**src/rtl/simmem_pkg.sv**
```systemverilog
// Shared types and default sizing for the simulated-memory latency slot bank.
package simmem_pkg;

  // Default configuration; the slot bank module parameters default to these.
  localparam int LatNumIds     = 4;
  localparam int LatNumSlots   = 8;
  localparam int LatDelayWidth = 8;
  localparam int LatDataWidth  = 8;

  localparam int LatIdWidth  = $clog2(LatNumIds);
  // One extra bit over the slot index so a sequence number never aliases
  // while every slot of one ID is outstanding.
  localparam int LatSeqWidth = $clog2(LatNumSlots) + 1;

  // Contents of one reservation slot at the default configuration.
  typedef struct packed {
    logic                     used;
    logic [LatIdWidth-1:0]    id;
    logic [LatSeqWidth-1:0]   seq;
    logic [LatDelayWidth-1:0] cnt;
    logic                     filled;
    logic [LatDataWidth-1:0]  data;
  } lat_slot_t;

endpackage

```
**src/rtl/simmem_prio_pick.sv**
```systemverilog
// Lowest-index picker: one-hot of the lowest set request bit plus its index.
module simmem_prio_pick #(
  parameter int Width = 8,
  localparam int IdxWidth = $clog2(Width)
) (
  input  logic [Width-1:0]    req,
  output logic [Width-1:0]    onehot,
  output logic [IdxWidth-1:0] idx
);

  // Isolate the lowest set bit and encode it; the encoder is an OR of
  // one-hot-gated indices, so no priority chain is needed.
  always_comb begin
    onehot = req & (~req + Width'(1));
    idx    = '0;
    for (int i = 0; i < Width; i++) begin
      idx = idx | (IdxWidth'(i) & {IdxWidth{onehot[i]}});
    end
  end

endmodule

```
**src/rtl/simmem_lat_slots.sv**
```systemverilog
// Latency-injection slot bank: requests reserve a slot, responses fill the
// oldest outstanding slot of their ID, and slots release in per-ID order once
// their programmed delay has expired.
// Optional build macro SIMMEM_LAT_STATS_EN adds a saturating release counter.
module simmem_lat_slots
  import simmem_pkg::*;
#(
  parameter int NumIds     = LatNumIds,
  parameter int NumSlots   = LatNumSlots,
  parameter int DataWidth  = LatDataWidth,
  parameter int DelayWidth = LatDelayWidth,
  localparam int IdWidth      = $clog2(NumIds),
  localparam int SlotIdxWidth = $clog2(NumSlots),
  localparam int SeqWidth     = SlotIdxWidth + 1,
  localparam int OccWidth     = $clog2(NumSlots + 1)
) (
  input  logic                  clk_i,
  input  logic                  rst_i,
  input  logic [DelayWidth-1:0] delay_i,
  input  logic                  req_in_valid_i,
  output logic                  req_in_ready_o,
  output logic                  req_out_valid_o,
  input  logic                  req_out_ready_i,
  input  logic [IdWidth-1:0]    req_id_i,
  input  logic                  rsp_in_valid_i,
  output logic                  rsp_in_ready_o,
  input  logic [IdWidth-1:0]    rsp_in_id_i,
  input  logic [DataWidth-1:0]  rsp_in_data_i,
  output logic                  rsp_out_valid_o,
  input  logic                  rsp_out_ready_i,
  output logic [IdWidth-1:0]    rsp_out_id_o,
  output logic [DataWidth-1:0]  rsp_out_data_o,
`ifdef SIMMEM_LAT_STATS_EN
  output logic [15:0]           released_cnt_o,
`endif
  output logic [OccWidth-1:0]   occupancy_o
);

  // Same layout as simmem_pkg::lat_slot_t, sized by this instance's parameters.
  typedef struct packed {
    logic                  used;
    logic [IdWidth-1:0]    id;
    logic [SeqWidth-1:0]   seq;
    logic [DelayWidth-1:0] cnt;
    logic                  filled;
    logic [DataWidth-1:0]  data;
  } slot_t;

  slot_t               slots    [NumSlots];
  logic [SeqWidth-1:0] rsv_seq  [NumIds];
  logic [SeqWidth-1:0] fill_seq [NumIds];
  logic [SeqWidth-1:0] rel_seq  [NumIds];

  logic [NumSlots-1:0]     free_vec;
  logic [NumSlots-1:0]     fill_match;
  logic [NumSlots-1:0]     elig_vec;
  logic [NumSlots-1:0]     free_oh;
  logic [NumSlots-1:0]     rel_oh;
  logic [SlotIdxWidth-1:0] free_idx;
  logic [SlotIdxWidth-1:0] rel_pick_idx;
  logic [SlotIdxWidth-1:0] fill_idx;
  logic [SlotIdxWidth-1:0] rel_idx;
  logic [SlotIdxWidth-1:0] hold_idx;
  logic                    hold;
  logic                    free_any;
  logic                    rel_any;
  logic                    do_reserve;
  logic                    do_fill;
  logic                    do_release;

  // Per-slot status vectors: free, fill target and release eligibility.
  always_comb begin
    free_vec   = '0;
    fill_match = '0;
    elig_vec   = '0;
    fill_idx   = '0;
    for (int i = 0; i < NumSlots; i++) begin
      free_vec[i]   = ~slots[i].used;
      fill_match[i] = slots[i].used & ~slots[i].filled &
                      (slots[i].id == rsp_in_id_i) &
                      (slots[i].seq == fill_seq[rsp_in_id_i]);
      elig_vec[i]   = slots[i].used & slots[i].filled &
                      (slots[i].cnt == '0) &
                      (slots[i].seq == rel_seq[slots[i].id]);
      // At most one slot matches a fill, so an OR-encode gives its index.
      fill_idx      = fill_idx | (SlotIdxWidth'(i) & {SlotIdxWidth{fill_match[i]}});
    end
  end

  simmem_prio_pick #(.Width(NumSlots)) u_free_pick (
    .req    (free_vec),
    .onehot (free_oh),
    .idx    (free_idx)
  );

  simmem_prio_pick #(.Width(NumSlots)) u_rel_pick (
    .req    (elig_vec),
    .onehot (rel_oh),
    .idx    (rel_pick_idx)
  );

  // Handshake decode; a stalled release keeps its slot so the output is stable.
  always_comb begin
    free_any        = |free_oh;
    rel_any         = |rel_oh;
    req_in_ready_o  = req_out_ready_i & free_any;
    req_out_valid_o = req_in_valid_i & free_any;
    do_reserve      = req_in_valid_i & req_out_ready_i & free_any;
    rsp_in_ready_o  = |fill_match;
    do_fill         = rsp_in_valid_i & rsp_in_ready_o;
    rsp_out_valid_o = hold | rel_any;
    rel_idx         = hold ? hold_idx : rel_pick_idx;
    do_release      = rsp_out_valid_o & rsp_out_ready_i;
  end

  // Released payload, forced to zero when nothing is being offered.
  always_comb begin
    if (rsp_out_valid_o) begin
      rsp_out_id_o   = slots[rel_idx].id;
      rsp_out_data_o = slots[rel_idx].data;
    end else begin
      rsp_out_id_o   = '0;
      rsp_out_data_o = '0;
    end
  end

  // Number of non-free slots.
  always_comb begin
    occupancy_o = '0;
    for (int i = 0; i < NumSlots; i++) begin
      occupancy_o = occupancy_o + OccWidth'(slots[i].used);
    end
  end

  // Slot state and per-ID sequence counters; reserve, fill and release always
  // hit distinct slots, so all three may update in the same cycle.
  always_ff @(posedge clk_i) begin
    if (rst_i) begin
      for (int i = 0; i < NumSlots; i++) begin
        slots[i] <= '0;
      end
      for (int j = 0; j < NumIds; j++) begin
        rsv_seq[j]  <= '0;
        fill_seq[j] <= '0;
        rel_seq[j]  <= '0;
      end
      hold     <= 1'b0;
      hold_idx <= '0;
    end else begin
      for (int i = 0; i < NumSlots; i++) begin
        if (slots[i].used && (slots[i].cnt != '0)) begin
          slots[i].cnt <= slots[i].cnt - DelayWidth'(1);
        end
      end
      if (do_reserve) begin
        slots[free_idx] <= '{used:   1'b1,
                             id:     req_id_i,
                             seq:    rsv_seq[req_id_i],
                             cnt:    delay_i,
                             filled: 1'b0,
                             data:   '0};
        rsv_seq[req_id_i] <= rsv_seq[req_id_i] + SeqWidth'(1);
      end
      if (do_fill) begin
        slots[fill_idx].filled   <= 1'b1;
        slots[fill_idx].data     <= rsp_in_data_i;
        fill_seq[rsp_in_id_i]    <= fill_seq[rsp_in_id_i] + SeqWidth'(1);
      end
      if (do_release) begin
        slots[rel_idx].used          <= 1'b0;
        rel_seq[slots[rel_idx].id]   <= rel_seq[slots[rel_idx].id] + SeqWidth'(1);
      end
      hold     <= rsp_out_valid_o & ~rsp_out_ready_i;
      hold_idx <= rel_idx;
    end
  end

`ifdef SIMMEM_LAT_STATS_EN
  // Saturating count of completed downstream response handshakes.
  always_ff @(posedge clk_i) begin
    if (rst_i) begin
      released_cnt_o <= 16'd0;
    end else if (do_release && (released_cnt_o != 16'hFFFF)) begin
      released_cnt_o <= released_cnt_o + 16'd1;
    end
  end
`endif

endmodule

```
**config.mk**
```make
export PLATFORM = sky130hd
export DESIGN_NAME = simmem_lat_slots
export DESIGN_NICKNAME = d
export VERILOG_FILES = /design/src/rtl/simmem_pkg.sv /design/src/rtl/simmem_prio_pick.sv /design/src/rtl/simmem_lat_slots.sv
export SDC_FILE = /design/constraint.sdc
export NUM_CORES = 1
export LEC_CHECK = 0
export CORE_MARGIN = 3
export CORE_UTILIZATION = 59
export DETAILED_ROUTE_END_ITERATION = 12
export GPL_ROUTABILITY_DRIVEN = 0
export GPL_TIMING_DRIVEN = 0
export PLACE_DENSITY_LB_ADDON = 0.3
export SLEW_MARGIN = 5
export SYNTH_ARGS = -nofsm -noshare
export SYNTH_HDL_FRONTEND = slang
export SYNTH_SLANG_ARGS = --single-unit
```
**constraint.sdc**
```tcl
create_clock -name clk_i -period 13.9 [get_ports clk_i]
set_clock_uncertainty 0.15 [all_clocks]
set_input_delay 2.78 -clock clk_i [delete_from_list [all_inputs] [get_ports clk_i]]
set_output_delay 2.78 -clock clk_i [all_outputs]
set_load 0.1 [all_outputs]
```
==> results.yml <==
status:
  status: "finished, final reports clean"
detailed_routing:
  drtIter0Drc: 1454
  routed_wl_um: 38000
  route.detailed.drc: 0
  avgViaCountPerCell: 6.361
  vias: 10972
  firstDrtPassIters: 6
  antenna_left: 0
  routedWlPerCell_um: 22.03
finish:
  drive_above_1_share_pct: 10.60
  nets: 1435
  insertedDiodeCount: 0
  final_cell_mix: "edfxtp_1 (224), nand2_1 (184), nor2_1 (125), xnor2_1 (84), and2_1 (58)"
  final_common_cell: "edfxtp_1"
  syn2layout_area_growth_pct: 11.51
die:
  core_um2: 23610
  die_h_um: 161.5
  start_util_pct: 60.38
  rows: 56
  fp.dieArea_um2: 26070
  die_x_um: 161.5
  num_io_pins: 44
synthesis:
  ys_top_cells_by_area: "edfxtp_1 (47%), mux4_2 (5.7%), xnor2_1 (5.2%)"
  syn-cell-area_um2: 14260
  synth-seq-cells: 244
  yosysWarnings: 0
  synthFlopType: "edfxtp_1"
  async_reset_ff_share_pct: 0
  synthesis.nets: 1376
  yosysTopAreaCell: "edfxtp_1"
  synth-seq-area-share_pct: 49.99
  synth_edf_count: 224
  synth.distinct_cells: 79
  synth_cells: 1327
  synth_top_area_share_pct: 47.18
  avgSynthCellArea_um2: 10.74
sta:
  whs_ns: 0.3680
  layout_min_cycle_time_ns: 9.717
  finalSetupTns_ns: 0
  finalSetupViolCount: 0
  period_share_pct: 69.91
  max_slew.worst_pin.slew_ns: 1.336
  max_slew_margin_pct: 9.973
  hold_violations: 0
  fmaxAchievable_mhz: 102.9
  slew_viol_final: 0
  rsz0062_at_grt: "no"
critical_path:
  cpMaxStageDelayCell: "clkdlybuf4s50_1"
  worst-path-max-fanout: 10
  worstPathArrival_ns: 6.79
  required_ns: 10.97
  worstSetupStartpointType: "primary input"
  cp-end-kind: "primary output"
  crit_chain: "buf_2, mux4_2, clkbuf_1, xnor2_1, nand3_1, nor3_1, nor4_1, nand2_1, a311o_1, clkdlybuf4s50_1"
  critical_path_class: "primary input to primary output"
  crit_path_max_incr_delay_ns: 0.99
  ff2ff_setup_slack_ns: 8.34
placed_design:
  io_buffer_count: 31
  dp_hpwl_um: 27250
clock_tree:
  cts_resized: 0
  hold_buffers: 0
  cts-htree-levels: 1
  cts_tree: "built"
  clockRootBuffer: "clkbuf_16"
  clk_latency_ns: 0.54
  path_clk_slew_ns: 0.06
  clock_sinks: 244
  cts_made_buffers: 26
  cts_setup_buffers: 0
  clockBufferDepth: 3
pwr:
  p_sw_w: 0.0004247
  seqPwrFrac_pct: 48.4
  p_leak_nw: 5.849
  p_sw_share_pct: 24.04
  clockPowerShare_pct: 41.6
  vdd_drop_max_v: 0.0001010
  p_int_w: 0.001342
  p_per_area_nw_per_um2: 111.1
  p_comb_share_pct: 10.0
min_path:
  hp-class: "flop to flop"
grt:
  grt_pass1_vias: 10745
  grt_max_degree: 15
  grt_usage_pct: 29.23
  grt_pass1_wl_um: 59420
  antenna_found_initial: 0
  grt.overflow.total: 0
run:
  drv_cap: 0
==> power by group through the flow <==
stage,sequential (W),clock [W],combinational [W]
2_1_floorplan,0.000862,0,0.000129
3_3_place_gp,0.000868,0,0.000168
3_5_place_dp,0.000870,0,0.000172
4_1_cts,0.000855,0.000736,0.000174
5_1_grt,0.000858,0.000768,0.000190
6_report,0.000856,0.000735,0.000176
==> path summary, 6_finish.rpt <==
check	startpoint	endpoint	cells past startpoint
max	rsp_in_id_i[0]	rsp_in_ready_o	10
min	slots[3][8]	slots[3][8]	1
max reg2reg	fill_seq[3][1]	slots[1][1]	14
min reg2reg	slots[3][8]	slots[3][8]	1
==> Yosys cell counts, types with 10 or more instances <==
| master | number |
|---|---|
| a21oi_1 | 27 |
| and2_1 | 58 |
| and3_1 | 46 |
| clkbuf_1 | 49 |
| dfxtp_1 | 20 |
| edfxtp_1 | 224 |
| ha_1 | 19 |
| inv_1 | 39 |
| mux2_2 | 10 |
| mux2i_1 | 21 |
| mux4_2 | 36 |
| nand2_1 | 184 |
| nand2b_1 | 10 |
| nand3_1 | 30 |
| nor2_1 | 125 |
| nor3_1 | 31 |
| nor4_1 | 17 |
| o21ai_0 | 57 |
| o31ai_1 | 21 |
| or2_2 | 10 |
| xnor2_1 | 84 |
| xor2_1 | 50 |
==> stage by stage <==
stage	worst slack, ns	cells	power, W	util (%)	area [um^2]
after floorplan	5.521	1327	0.0009906	-	14260
after global placement	4.377	1677	0.001036	63.38	14970
after detailed placement	4.234	1677	0.001042	63.44	14980
after CTS	4.230	1725	0.001765	67.33	15900
after global routing	4.045	1725	0.001817	67.33	15900
final	4.183	1725	0.001767	67.33	15900
==> per-layer routing <==
layer | share of wire, % | global-route usage [%] | vias to the layer above
met4 | 3.2 | 9.151 | 0
met1 | 39 | 40.97 | 5338
li1 | - | - | 4886
met2 | 47 | 47.70 | 648
met3 | 11 | 4.181 | 100
met5 | 0 | 0 | -
==> worst max-delay path, delay by kind of cell <==
kind                      cells  cell delay (ns)
muxes                         1             0.53
AOI/OAI and AO/OA             1             0.38
and+or+nand+nor               4             1.25
buffers and inverters         3             1.59
xor gates and xnor gates      1             0.24
==> area by class of cell <==
type,instances,area [um^2]
multi-input combinational,963,6631
buffer,78,354.1
clock buffer,36,802.0
timing repair buffer,31,310.3
sequential,244,7127
inverter,42,157.7
tap,319,399.1
fill,1773,7714
clock inverter,12,117.6
==> sequential cells by signal, indices dropped and copies added (netlist names) <==
name and flops:
fill_seq 16, hold 1, hold_idx 3, rel_seq 16, rsv_seq 16, slots 192
==> kinds of logic (layout without fill, tap and decap cells) <==
group	count (synthesis)	after routing	share of synthesized area (%)
and+or+nand+nor	562	562	19.45
DFF	244	244	49.99
AOI/OAI and AO/OA	174	174	8.117
xor gates and xnor gates	134	134	8.232
buffers and inverters	120	199	3.589
muxes	70	70	8.398
adders and majority gates	23	23	2.229
Power figures use the tool's default switching activity.
